[src/rtl/ifft_pkg.sv]
// rtl/ifft_pkg.sv - shared sizes, FSM state encoding and bit-reverse helper for the 16-point IFFT controller
package ifft_pkg;

    localparam int N_PTS    = 16;
    localparam int N_STAGES = 4;
    localparam int ADDR_W   = 4;
    localparam int TW_W     = 3;

    typedef enum logic [2:0] {
        IDLE,
        LOAD,
        CALC,
        DRAIN,
        UNLOAD
    } state_t;

    function automatic logic [ADDR_W-1:0] bitrev(input logic [ADDR_W-1:0] x);
        logic [ADDR_W-1:0] r;
        for (int i = 0; i < ADDR_W; i++) begin
            r[i] = x[ADDR_W-1-i];
        end
        return r;
    endfunction

endpackage

[src/rtl/ifft_ctrl_if.sv]
// rtl/ifft_ctrl_if.sv - handshake, RAM address and status bundle between the IFFT controller and its datapath
interface ifft_ctrl_if;
    import ifft_pkg::*;

    logic              start;
    logic              in_valid;
    logic              in_ready;
    logic [ADDR_W-1:0] ld_addr;
    logic [ADDR_W-1:0] rd_addr_a;
    logic [ADDR_W-1:0] rd_addr_b;
    logic [TW_W-1:0]   tw_idx;
    logic              wr_en;
    logic [ADDR_W-1:0] wr_addr_a;
    logic [ADDR_W-1:0] wr_addr_b;
    logic [1:0]        stage;
    logic              out_valid;
    logic              out_ready;
    logic [ADDR_W-1:0] out_addr;
    logic              busy;
    logic              done;

    modport master (
        input  start, in_valid, out_ready,
        output in_ready, ld_addr, rd_addr_a, rd_addr_b, tw_idx,
               wr_en, wr_addr_a, wr_addr_b, stage,
               out_valid, out_addr, busy, done
    );

    modport slave (
        output start, in_valid, out_ready,
        input  in_ready, ld_addr, rd_addr_a, rd_addr_b, tw_idx,
               wr_en, wr_addr_a, wr_addr_b, stage,
               out_valid, out_addr, busy, done
    );

endinterface

[src/rtl/ifft_addr_gen.sv]
// rtl/ifft_addr_gen.sv - combinational (stage, butterfly) to operand address and twiddle index mapping
module ifft_addr_gen
    import ifft_pkg::*;
(
    input  logic [$clog2(N_STAGES)-1:0] stage,
    input  logic [2:0]                  k,
    output logic [ADDR_W-1:0]           rd_addr_a,
    output logic [ADDR_W-1:0]           rd_addr_b,
    output logic [TW_W-1:0]             tw_idx
);

    logic [ADDR_W-1:0] span;
    logic [ADDR_W-1:0] mask;
    logic [ADDR_W-1:0] kk;
    logic [ADDR_W-1:0] idx;

    // span is a power of two, so k/span and k%span reduce to masking
    always_comb begin
        span      = ADDR_W'(N_PTS / 2) >> stage;
        mask      = span - 1'b1;
        kk        = {1'b0, k};
        idx       = kk & mask;
        rd_addr_a = ((kk & ~mask) << 1) | idx;
        rd_addr_b = rd_addr_a + span;
        tw_idx    = TW_W'(idx << stage);
    end

endmodule

[src/rtl/ifft_ctrl.sv]
// rtl/ifft_ctrl.sv - 16-point radix-2 IFFT sequencer; IFFT_CTRL_BITREV_EN selects bit-reversed load addressing
module ifft_ctrl
    import ifft_pkg::*;
#(
    parameter int PIPE_LAT = 2,
    parameter int N_LOG2   = 4
) (
    input  logic         clk,
    input  logic         rst_n,
    ifft_ctrl_if.master  bus
);

    localparam logic [1:0] LAST_STG = 2'(N_LOG2 - 1);
    localparam logic [2:0] LAST_K   = 3'(N_PTS / 2 - 1);
    localparam logic [2:0] PL       = 3'(PIPE_LAT);

    state_t            state;
    logic [ADDR_W-1:0] ld_cnt;
    logic [ADDR_W-1:0] out_cnt;
    logic [2:0]        k;
    logic [1:0]        stg;
    logic [2:0]        bub;
    logic              done_q;

    logic              issue;
    logic [ADDR_W-1:0] gen_a, gen_b, rd_a, rd_b;
    logic [TW_W-1:0]   gen_tw;

    logic              dl_en [PIPE_LAT];
    logic [ADDR_W-1:0] dl_a  [PIPE_LAT];
    logic [ADDR_W-1:0] dl_b  [PIPE_LAT];

    ifft_addr_gen u_addr_gen (
        .stage     (stg),
        .k         (k),
        .rd_addr_a (gen_a),
        .rd_addr_b (gen_b),
        .tw_idx    (gen_tw)
    );

    // bub counts down the read-after-write bubbles between stages and the final drain
    assign issue = (state == CALC) && (bub == '0);
    assign rd_a  = issue ? gen_a : '0;
    assign rd_b  = issue ? gen_b : '0;

    assign bus.in_ready  = (state == LOAD);
`ifdef IFFT_CTRL_BITREV_EN
    assign bus.ld_addr   = bitrev(ld_cnt);
`else
    assign bus.ld_addr   = ld_cnt;
`endif
    assign bus.rd_addr_a = rd_a;
    assign bus.rd_addr_b = rd_b;
    assign bus.tw_idx    = issue ? gen_tw : '0;
    assign bus.wr_en     = dl_en[PIPE_LAT-1];
    assign bus.wr_addr_a = dl_a[PIPE_LAT-1];
    assign bus.wr_addr_b = dl_b[PIPE_LAT-1];
    assign bus.stage     = stg;
    assign bus.out_valid = (state == UNLOAD);
    assign bus.out_addr  = out_cnt;
    assign bus.busy      = (state != IDLE);
    assign bus.done      = done_q;

    always_ff @(posedge clk or negedge rst_n) begin
        if (!rst_n) begin
            state   <= IDLE;
            ld_cnt  <= '0;
            out_cnt <= '0;
            k       <= '0;
            stg     <= '0;
            bub     <= '0;
            done_q  <= 1'b0;
        end else begin
            done_q <= 1'b0;
            case (state)
                IDLE: begin
                    if (bus.start) state <= LOAD;
                end
                LOAD: begin
                    if (bus.in_valid) begin
                        ld_cnt <= ld_cnt + 1'b1;
                        if (ld_cnt == ADDR_W'(N_PTS - 1)) state <= CALC;
                    end
                end
                CALC: begin
                    if (bub != '0) begin
                        bub <= bub - 1'b1;
                    end else if (k == LAST_K) begin
                        k <= '0;
                        if (stg == LAST_STG) begin
                            stg   <= '0;
                            bub   <= PL - 1'b1;
                            state <= DRAIN;
                        end else begin
                            stg <= stg + 1'b1;
                            bub <= PL;
                        end
                    end else begin
                        k <= k + 1'b1;
                    end
                end
                DRAIN: begin
                    if (bub == '0) state <= UNLOAD;
                    else           bub   <= bub - 1'b1;
                end
                UNLOAD: begin
                    if (bus.out_ready) begin
                        out_cnt <= out_cnt + 1'b1;
                        if (out_cnt == ADDR_W'(N_PTS - 1)) begin
                            state  <= IDLE;
                            done_q <= 1'b1;
                        end
                    end
                end
                default: state <= IDLE;
            endcase
        end
    end

    always_ff @(posedge clk or negedge rst_n) begin
        if (!rst_n) begin
            for (int i = 0; i < PIPE_LAT; i++) begin
                dl_en[i] <= 1'b0;
                dl_a[i]  <= '0;
                dl_b[i]  <= '0;
            end
        end else begin
            dl_en[0] <= issue;
            dl_a[0]  <= rd_a;
            dl_b[0]  <= rd_b;
            for (int i = 1; i < PIPE_LAT; i++) begin
                dl_en[i] <= dl_en[i-1];
                dl_a[i]  <= dl_a[i-1];
                dl_b[i]  <= dl_b[i-1];
            end
        end
    end

endmodule

[src/flat_wrapper.sv]
// flat-port wrapper written by rule: the top's interface ports become plain ports
module ifft_ctrl_flat import ifft_pkg::*;
#(
    parameter int PIPE_LAT = 2,
    parameter int N_LOG2   = 4
)
  (clk, rst_n, bus_start, bus_in_valid, bus_out_ready, bus_in_ready, bus_ld_addr, bus_rd_addr_a, bus_rd_addr_b, bus_tw_idx, bus_wr_en, bus_wr_addr_a, bus_wr_addr_b, bus_stage, bus_out_valid, bus_out_addr, bus_busy, bus_done);
  ifft_ctrl_if bus_i ();
  input  logic clk;
  input  logic rst_n;
  input wire logic [$bits(bus_i.start)-1:0] bus_start;
  input wire logic [$bits(bus_i.in_valid)-1:0] bus_in_valid;
  input wire logic [$bits(bus_i.out_ready)-1:0] bus_out_ready;
  output wire logic [$bits(bus_i.in_ready)-1:0] bus_in_ready;
  output wire logic [$bits(bus_i.ld_addr)-1:0] bus_ld_addr;
  output wire logic [$bits(bus_i.rd_addr_a)-1:0] bus_rd_addr_a;
  output wire logic [$bits(bus_i.rd_addr_b)-1:0] bus_rd_addr_b;
  output wire logic [$bits(bus_i.tw_idx)-1:0] bus_tw_idx;
  output wire logic [$bits(bus_i.wr_en)-1:0] bus_wr_en;
  output wire logic [$bits(bus_i.wr_addr_a)-1:0] bus_wr_addr_a;
  output wire logic [$bits(bus_i.wr_addr_b)-1:0] bus_wr_addr_b;
  output wire logic [$bits(bus_i.stage)-1:0] bus_stage;
  output wire logic [$bits(bus_i.out_valid)-1:0] bus_out_valid;
  output wire logic [$bits(bus_i.out_addr)-1:0] bus_out_addr;
  output wire logic [$bits(bus_i.busy)-1:0] bus_busy;
  output wire logic [$bits(bus_i.done)-1:0] bus_done;
  assign bus_i.start = bus_start;
  assign bus_i.in_valid = bus_in_valid;
  assign bus_i.out_ready = bus_out_ready;
  assign bus_in_ready = bus_i.in_ready;
  assign bus_ld_addr = bus_i.ld_addr;
  assign bus_rd_addr_a = bus_i.rd_addr_a;
  assign bus_rd_addr_b = bus_i.rd_addr_b;
  assign bus_tw_idx = bus_i.tw_idx;
  assign bus_wr_en = bus_i.wr_en;
  assign bus_wr_addr_a = bus_i.wr_addr_a;
  assign bus_wr_addr_b = bus_i.wr_addr_b;
  assign bus_stage = bus_i.stage;
  assign bus_out_valid = bus_i.out_valid;
  assign bus_out_addr = bus_i.out_addr;
  assign bus_busy = bus_i.busy;
  assign bus_done = bus_i.done;
  ifft_ctrl #(.PIPE_LAT(PIPE_LAT), .N_LOG2(N_LOG2)) u_core (.clk(clk), .rst_n(rst_n), .bus(bus_i));
endmodule
[config.mk]
export PLATFORM = sky130hd
export DESIGN_NAME = ifft_ctrl_flat
export DESIGN_NICKNAME = d
export VERILOG_FILES = /design/src/rtl/ifft_pkg.sv /design/src/rtl/ifft_ctrl_if.sv /design/src/rtl/ifft_addr_gen.sv /design/src/rtl/ifft_ctrl.sv /design/src/flat_wrapper.sv
export SDC_FILE = /design/constraint.sdc
export NUM_CORES = 1
export LEC_CHECK = 0
export CAP_MARGIN = 5
export CORE_MARGIN = 10
export CORE_UTILIZATION = 27
export DETAILED_ROUTE_END_ITERATION = 10
export PLACE_DENSITY = 0.5
export SYNTH_ARGS = -nofsm -noshare
export SYNTH_HDL_FRONTEND = slang
export SYNTH_SLANG_ARGS = --single-unit
[constraint.sdc]
create_clock -name clk -period 2.5 [get_ports clk]
set_clock_uncertainty 0.05 [all_clocks]
set_input_delay 0.25 -clock clk [delete_from_list [all_inputs] [get_ports clk]]
set_output_delay 0.25 -clock clk [all_outputs]
set_load 0.05 [all_outputs]
== Word level (Yosys, flattened, before mapping) ==
Cells that the tools add are included.

* Register bits after elaboration: 38
* Output and inout bits: 34

* Add/subtract/negate cells: 7
* Equality and inequality tests: 19
* Shifts and indexed selects: 2
* Multiplexer cells: 23
* Bitwise logic cells: 5
* Reduce and logical (&&, ||, !) cells: 12

{| class="wikitable"
|+ Operator list
! kind !! number
|-
| $mux 3 || 14
|-
| $pmux 3 s5 || 1
|-
| $ne 2x2->1 const B || 7
|-
| $reduce_and 9->1 || 1
|-
| $add 4x1->4 const B || 2
|-
| $eq 4x4->1 const B || 2
|-
| $mux 4 || 2
|-
| $eq 3x2->1 const B || 2
|-
| $eq 3x3->1 const B || 2
|-
| $logic_not 3->1 || 2
|-
| $ne 2x1->1 const B || 3
|-
| $pmux 3 s2 || 1
|-
| $reduce_and 2->1 || 3
|-
| $reduce_and 3->1 || 2
|-
| $reduce_bool 3->1 || 2
|-
| $add 4x4->4 || 1
|-
| $and 3x4->4 || 1
|-
| $mux 2 || 2
|-
| $or 4x4->4 || 1
|-
| $shl 4x2->3 || 1
|-
| $shr 4x2->4 const A || 1
|-
| $sub 4x1->4 const B || 1
|-
| $add 3x1->3 const B || 1
|-
| $and 3x3->3 || 1
|-
| 10 further kinds || 12
|}

== Logic depth before layout (Yosys ltp) ==
Gate-level depths: netlist of run 1.

* Depth in word-level cells: 7
* Gate-level depth with buffers: 10
* Mapped depth without buffers: 10

== Hierarchy ==
From an unflattened synthesis of run 1, not the netlist that was laid out.

* Cell total of the unflattened synthesis: 155
* Area total of the unflattened synthesis: 1864.3 µm²

{| class="wikitable"
|+ By module, submodules not included
! module !! instances !! cells each !! area each (µm²) !! seq. area each (µm²)
|-
| ifft_ctrl || 1 || 126 || 1639.1 || 950.9
|-
| ifft_addr_gen || 1 || 29 || 225.2 || 0.0
|}

== Worst setup path before layout of run 1 ==
OpenSTA, ideal clock, no wires.

* Path kind: register to output
* Start: reg u_core.stg[0], in the netlist u_core.bus.stage[0]
* End: out bus_rd_addr_b[1]
* Arrival: 2773 ps
* Slack: -573 ps
* Cell stages (with the launch flop): 8
* Path buffers: 0
* Cells stage by stage: dfrtp_1 -> inv_1 -> ha_1 -> a21oi_1 -> nor2_1 -> a31oi_1 -> fa_1 -> nor2_1

* Longest elaborated chain between the ends: 7

{| class="wikitable"
|+ RTL lines
! item !! RTL line !! source
|-
| from (decl) || ifft_ctrl.sv:21 || <nowiki>logic [1:0] stg;</nowiki>
|-
| from (signal assigned) || ifft_ctrl.sv:95 || <nowiki>stg <= stg + 1'b1;</nowiki>
|-
| $shr 4x2->4 * || ifft_addr_gen.sv:19 || <nowiki>span = ADDR_W'(N_PTS / 2) >> stage;</nowiki>
|-
| $sub 4x1->4 || ifft_addr_gen.sv:20 || <nowiki>mask = span - 1'b1;</nowiki>
|-
| $not 3->3 || ifft_addr_gen.sv:23 || <nowiki>rd_addr_a = ((kk & ~mask) << 1) | idx;</nowiki>
|-
| $and 3x3->3 || ifft_addr_gen.sv:23 ||
|-
| $or 4x4->4 || ifft_addr_gen.sv:23 ||
|-
| $add 4x4->4 * || ifft_addr_gen.sv:24 || <nowiki>rd_addr_b = rd_addr_a + span;</nowiki>
|-
| $mux 4 * || ifft_ctrl.sv:44 || <nowiki>assign rd_b = issue ? gen_b : '0;</nowiki>
|-
| to (decl) || flat_wrapper.sv:17 || <nowiki>output wire logic [$bits(bus_i.rd_addr_b)-1:0] bus_rd_addr_b;</nowiki>
|}

Every way passes the cells marked *; elsewhere a longest branch is shown, timed or not.

== Worst setup path in the final report of run 1 ==
* Start: reg u_core.stg[1], in the netlist u_core.bus.stage[1]
* End: out bus_tw_idx[2]

* Longest elaborated chain between the ends: 5

{| class="wikitable"
|+ RTL lines
! item !! RTL line !! source
|-
| $shr 4x2->4 || ifft_addr_gen.sv:19 ||
|-
| $sub 4x1->4 || ifft_addr_gen.sv:20 ||
|-
| $and 3x4->4 || ifft_addr_gen.sv:22 || <nowiki>idx = kk & mask;</nowiki>
|-
| $shl 4x2->3 * || ifft_addr_gen.sv:25 || <nowiki>tw_idx = TW_W'(idx << stage);</nowiki>
|-
| $mux 3 * || ifft_ctrl.sv:54 || <nowiki>assign bus.tw_idx = issue ? gen_tw : '0;</nowiki>
|-
| to (decl) || flat_wrapper.sv:18 || <nowiki>output wire logic [$bits(bus_i.tw_idx)-1:0] bus_tw_idx;</nowiki>
|}

Marks and branches as above.

==> impl_results.md, run 1 <==
- Reg-to-Reg Start: u_core.bus.stage[0]
- CTS Hold Bufs: 0
- WL met1: 1686 um
- Post-synth top area cell: dfrtp_1
- Die Ht: between 100 and 150 um
- CTS Sinks: 38
- Avg Inst Size Synth: 11.22 um^2
- Port-buffer cells: 38
- Clock root buffer master: clkbuf_8
- # diodes: 0
- TritonCTS buffer count: 5
- Met2 Routed Length: 1857 um
- Placer congestion estimate: 0.7244
- Clock latency at the later pin of the worst-skew pair: 0.29 ns
- Top cell by count, worst path: buf_4
- Status: completed
- Largest net degree at the start of global routing: 39
- Vias in the first global route: 1258
- Register Area: 953.4 um^2
- HP Class: input port to async pin
- DP HPWL: approximately 2800 um
- Drt first pass iters: 4
- Count of boundary I/O pins: 39
- Top sig layer: met4
- Crit. End Element: output pin
- Clock-pin slew on the worst setup and hold paths: 0.08 ns
- CTS tree: yes
- Max-cap violation count: 0
- Slew headroom: 0.4471
- Final period util: 0.9969
- Post-synthesis cell count: approximately 160
- Worst Tran Pin Value: approximately 0.83 ns
- Seq/Total Area, Yosys: 0.5198
- Synthesis-to-finish area growth: 41.45%
- Core Region: 6459 um^2
- Num rows: 29
- Fin crit period: 2.492 ns
- Routed WL: between 3000 and 4000 um
- Initial DRC Count: 61
- CP Launch Type: flop
- FMAX: 401.2 MHz
- Layout cells sized above 1: 0.3110
- Leak Pwr: 1.165 nW
- Vias per cell: between 4 and 5
- Wirelength per Cell: ~13 um
- CP startpoint: u_core.bus.stage[1]
- First-pass GRT wire length: 6375 um
- FF+latch count, synth: 38
- Syn_nets: 182
- Initial core utilization: 0.2832
- Tot Pwr: 1.772 mW
- Clock buffer depth: 2
- Fillers: roughly 630
- Count of cell types in the netlist: 39
- Final Hold Fails: 0
- R2r endpoint: u_core.dl_b[6]
- Worst-path maximum fanout: 5
- Area of the multi-input gates: 849.6 um^2
- Detail Route Antenna Nets: 0
- Initial antenna violation count: 0
- GR Util All Layers: 0.07761
- Grt total ovfl: 0
- Worst VDD drop: 0.0004246 V
- Mapped Area: 1829 um^2
- Met3 WL post-DR: 185 um
- Top-area cell type share of the netlist area: 0.5198
- Sum Neg Setup Slack: 0 ns
- Synth area leaders: dfrtp_1 52%, ha_1 8.9%, xnor2_1 3.4%
- Endpoints failing setup: 0
- Ys Warns: 0
- R2r setup slk: 0.54 ns
- Die width: 102.3 um
- R2R cell count: 10
- Die area: around 10000 um^2
- PwrDens: 684.7 nW/um^2
- RSZ-0062 raised after global routing: true
- Slowest cell delay on critical path: 0.47 ns
- Asr flop ratio synth: 1.000
- Top_reg_cell synth: dfrtp_1
- Final Max Tran Viols: 0
- Arrival @ worst endpoint: 2.19 ns
- H-tree levels: 2
- Post-synth EDFFs: 0
- Critical path required time: 2.20 ns
- Nets: 227
- Crit Path Class: flop to output pin
- Slowest-stage cell, CP: dfrtp_2
- # DRC: 0
- Via count: 1237
- CP Cell Sequence: buf_4 -> inv_4 -> ha_2 -> nand2_2 -> buf_4 -> buf_4 -> mux2_2 -> o22ai_2 -> and2_4 -> buf_12
[worst max-delay path, delay by kind of cell, from the launching register on]
kind / cells / cell delay (ns)
simple gates: 2 / 0.24
buf+inv: 5 / 0.62
fa+ha+maj: 1 / 0.18
mux: 1 / 0.26
flops: 1 / 0.47
compound gates: 1 / 0.13
[final cells by class]
| type | count | area share |
|---|---|---|
| clock inverter | 1 | 0.001934 |
| multi-input combinational | 105 | 0.3283 |
| timing repair buffer | 48 | 0.2132 |
| tap | 77 | 0.03723 |
| inverter | 10 | 0.01741 |
| clock buffer | 7 | 0.03337 |
| sequential | 38 | 0.3685 |
[sequential cells by signal (all words and copies together) (netlist names), 2 cells and up]
| register | cells |
|---|---|
| u_core.bus.wr_addr_a | 4 |
| u_core.bus.out_addr | 4 |
| u_core.dl_a | 4 |
| u_core.dl_b | 4 |
| u_core.bus.stage | 2 |
| u_core.bub | 3 |
| u_core.state | 3 |
| u_core.k | 3 |
| u_core.bus.wr_addr_b | 4 |
| u_core.bus.ld_addr | 4 |
[repair_timing]
item | CTS | global route
resized for setup | 20 | 8
pin swaps | 7 | 4
setup endpoints to repair | 3 | 6
setup buffers | 3 | 1
[Yosys cell counts, types with 3 or more instances]
library cell	instances
nand2_1	13
nor2b_1	4
nand4_1	4
o21ai_0	6
xnor2_1	7
xor2_1	3
dfrtp_1	38
ha_1	13
nor2_1	13
nor3_1	3
and2_1	5
mux2_2	4
a21oi_1	5
buf_4	8
inv_1	9
[cell usage in the layout, fill, tap and decap left out, types with 4 or more instances in the layout]
master and instances:
dfrtp_1 36, clkdlybuf4s50_1 26, nand2_1 12, nor2_1 10, buf_12 10, buf_4 10, ha_1 9, xnor2_1 6
clkbuf_8 6, inv_1 5, o21ai_0 5, mux2_2 4, nor2b_1 4, and2_1 4, nand4_1 4
[power breakdown]
part           total [mW]  switching [mW]  internal, mW  leakage [nW]
registers           0.760          0.0810         0.679         0.514
clock network       0.442           0.220         0.223        0.0482
logic               0.569           0.354         0.215         0.603
[how the worst max path moves through the flow]
stage                             endpoint  cells past startpoint  slack [ns]
after floorplan           bus_rd_addr_b[1]                      7       -0.57
after global placement    bus_rd_addr_b[1]                      9        0.17
after detailed placement  bus_rd_addr_b[1]                      9        0.13
after CTS                 bus_rd_addr_b[3]                      9       -0.02
after global routing      bus_rd_addr_b[2]                     10       -0.09
final                        bus_tw_idx[2]                     10       0.008
[per-layer routing]
layer,global-route usage,vias up
li1,-,623
met1,0.08876,586
met2,0.1269,21
met3,0.02024,7
met4,0.04881,0
met5,0,-
[metrics by stage]
step	hold slack, ns	utilization	cell area [um^2]	std cells	worst slack (ns)
3_5_place_dp	0.2847	0.3663	2366	274	0.1254
2_1_floorplan	-0.09559	-	1829	163	-0.5735
4_1_cts	0.04490	0.3933	2540	285	-0.02445
5_1_grt	0.08679	0.4006	2587	286	-0.09500
6_report	0.001701	0.4006	2587	286	0.007764
3_3_place_gp	0.2816	0.3663	2366	274	0.1741
[kinds of logic after synthesis]
kind of cell / share of synthesized area
mux: 0.04104
fa+ha+maj: 0.09987
simple gates: 0.1621
flops: 0.5198
xor+xnor: 0.04788
other cells: 0.002050
compound gates: 0.06156
buf+inv: 0.06566
No activity file was read; power rests on OpenSTA's default activity.
==> run 2, diff against run 1 <==
--- a/config.mk
+++ b/config.mk
@@ -5,11 +5,12 @@
 export SDC_FILE = /design/constraint.sdc
 export NUM_CORES = 1
 export LEC_CHECK = 0
-export CAP_MARGIN = 5
+export CAP_MARGIN = 20
 export CORE_MARGIN = 10
 export CORE_UTILIZATION = 27
 export DETAILED_ROUTE_END_ITERATION = 10
 export PLACE_DENSITY = 0.5
+export REMOVE_ABC_BUFFERS = 1
 export SYNTH_ARGS = -nofsm -noshare
 export SYNTH_HDL_FRONTEND = slang
 export SYNTH_SLANG_ARGS = --single-unit
==> impl_results.md, run 2 (same netlist as run 1, synthesis figures left out) <==
- Status: finished, violations left
- Failing checks: setup timing
- Synthesis-to-finish area growth: 43.02%
- Critical path required time: about 2.2 ns
- Arrival @ worst endpoint: 2.21 ns
- Fin crit period: 2.507 ns
- CTS tree: yes
- Slew headroom: 0.4378
- Drt first pass iters: 2
- First-pass GRT wire length: 6479 um
- Die Ht: between 100 and 150 um
- Clock-pin slew on the worst setup and hold paths: 0.08 ns
- Area post-placement: between 2000 and 2500 um^2
- Tot Pwr: between 1.5 and 2 mW
- DP HPWL: 2828 um
- Leak Pwr: 1.177 nW
- Clock root buffer master: clkbuf_8
- Clock latency at the later pin of the worst-skew pair: about 0.29 ns
- Endpoints failing setup: 1
- GR Util All Layers: 0.07937
- Via count: 1274
- Final Cell Area: 2616 um^2
- Port-buffer cells: 38
- Core Region: between 6000 and 7000 um^2
- Reg-to-Reg Start: u_core.bus.stage[1]
- Sum Neg Setup Slack: -0.007070 ns
- Die area: 10470 um^2
- Worst-path maximum fanout: 5
- Met3 WL post-DR: approximately 240 um
- Initial DRC Count: 52
- Placed Cells: 273
- H-tree levels: 2
- Worst VDD drop: 0.0003398 V
- Wirelength per Cell: 13.78 um
- Initial antenna violation count: 0
- Reg power frac: 0.408
- CP startpoint: u_core.bus.stage[1]
- CTS Sinks: 38
- Post-layout utilization of the core: 0.4051
- Comb power frac: 0.314
- Most common cell after layout, fill and taps aside: dfrtp_1
- Nets: 230
- Grt total ovfl: 0
- # DRC: 0
- Sw frac: 0.3614
- PwrDens: between 700 and 800 nW/um^2
- Commonest non-fill, non-tap cells in the layout: 37 x dfrtp_1, 26 x clkdlybuf4s50_1, 13 x nand2_1, 13 x buf_4, 10 x buf_12
- WL met1: 1800 um
- Layout cells sized above 1: 0.3113
- Placer congestion estimate: 0.6918
- Crit. End Element: output pin
- # diodes: 0
- FMAX: 398.9 MHz
- Slack of the critical path: -0.007070 ns
- Clock buffer depth: 2
- Final Hold Slack: slightly above 0.008 ns
- Count of boundary I/O pins: 39
- Clock Power Share: 0.278
- Die width: 102.3 um
- Top sig layer: met4
- TritonCTS buffer count: 5
- Fillers: ~640
- Initial core utilization: 0.2832
- Place WS: between 0.15 and 0.2 ns
- Crit Path Class: flop to output pin
- HP Class: input port to async pin
- Met2 Routed Length: approximately 1900 um
- Largest net degree at the start of global routing: 39
- Final period util: 1.003
- Vias per cell: 4.408
- R2r setup slk: around 0.51 ns
- Detail Route Antenna Nets: 0
- Final Hold Fails: 0
- Vias in the first global route: ~1300
- Num rows: 29
- Final Max Tran Viols: 0
- Worst Tran Pin Value: 0.8433 ns
- Psw: 675.0 uW
- Max-cap violation count: 0
- Int Power: about 1.2 mW
- CP Launch Type: flop
- Routed WL: 3981 um
- RSZ-0062 raised after global routing: true
- Non-filler cells, final: 289
## run 2: cell count changes in the layout (fill, tap and decap cells not counted), sizes merged
cell	previous run	this run
or3	2	3
buf	22	24
bufinv	0	1
clkbuf	7	5
clkinv	1	2
## run 2: area by class of cell
cell class,instances,area [um^2],share of cell area
Sequential cell,38,952.2,0.3639
Multi-Input combinational cell,106,850.8,0.3252
Timing Repair Buffer,50,563.0,0.2152
Inverter,10,45.04,0.01722
Tap cell,77,96.34,0.03682
Clock inverter,3,40.04,0.01530
Clock buffer,5,68.82,0.02630
## run 2: routing by layer
metal,track usage,vias up
met3,0.03171,6
li1,-,628
met2,0.1240,25
met5,0,-
met1,0.09055,615
met4,0.04555,0
## run 2: timing repair
| item | CTS | global route |
|---|---|---|
| endpoints found under the setup margin | 3 | 6 |
| pin swaps | 4 | 9 |
| hold buffers | 0 | 0 |
| gates cloned | 0 | 1 |
| setup buffers | 5 | 2 |
| gates resized for setup | 11 | 15 |
## run 2: critical path, cell delays in order, from the launching register on
cell and delay [ns]:
dfrtp_2 0.47, ha_4 0.20, a21oi_2 0.15, nor2_2 0.05, a31oi_1 0.14, buf_4 0.17, fa_2 0.46, nor2_4 0.13
buf_12 0.15
## run 2: path summary, 6_finish.rpt
path	to	cells after the start
setup reg to reg	u_core.dl_b[7]	11
hold reg to reg	u_core.bus.wr_addr_a[1]	0
setup / recovery	bus_rd_addr_b[1]	8
hold / removal	u_core.bus.stage[1]	1
min in group clk	u_core.bus.wr_addr_a[1]	0
max in group asynchronous	u_core.bus.stage[1]	1
## run 2: power groups by stage
| stage | clock (mW) | sequential, mW | combinational (mW) |
|---|---|---|---|
| after floorplan | 0 | 0.903 | 0.238 |
| after CTS | 0.540 | 0.762 | 0.579 |
| after global routing | 0.567 | 0.777 | 0.629 |
| after global placement | 0 | 0.772 | 0.572 |
| final | 0.519 | 0.763 | 0.586 |
| after detailed placement | 0 | 0.774 | 0.574 |
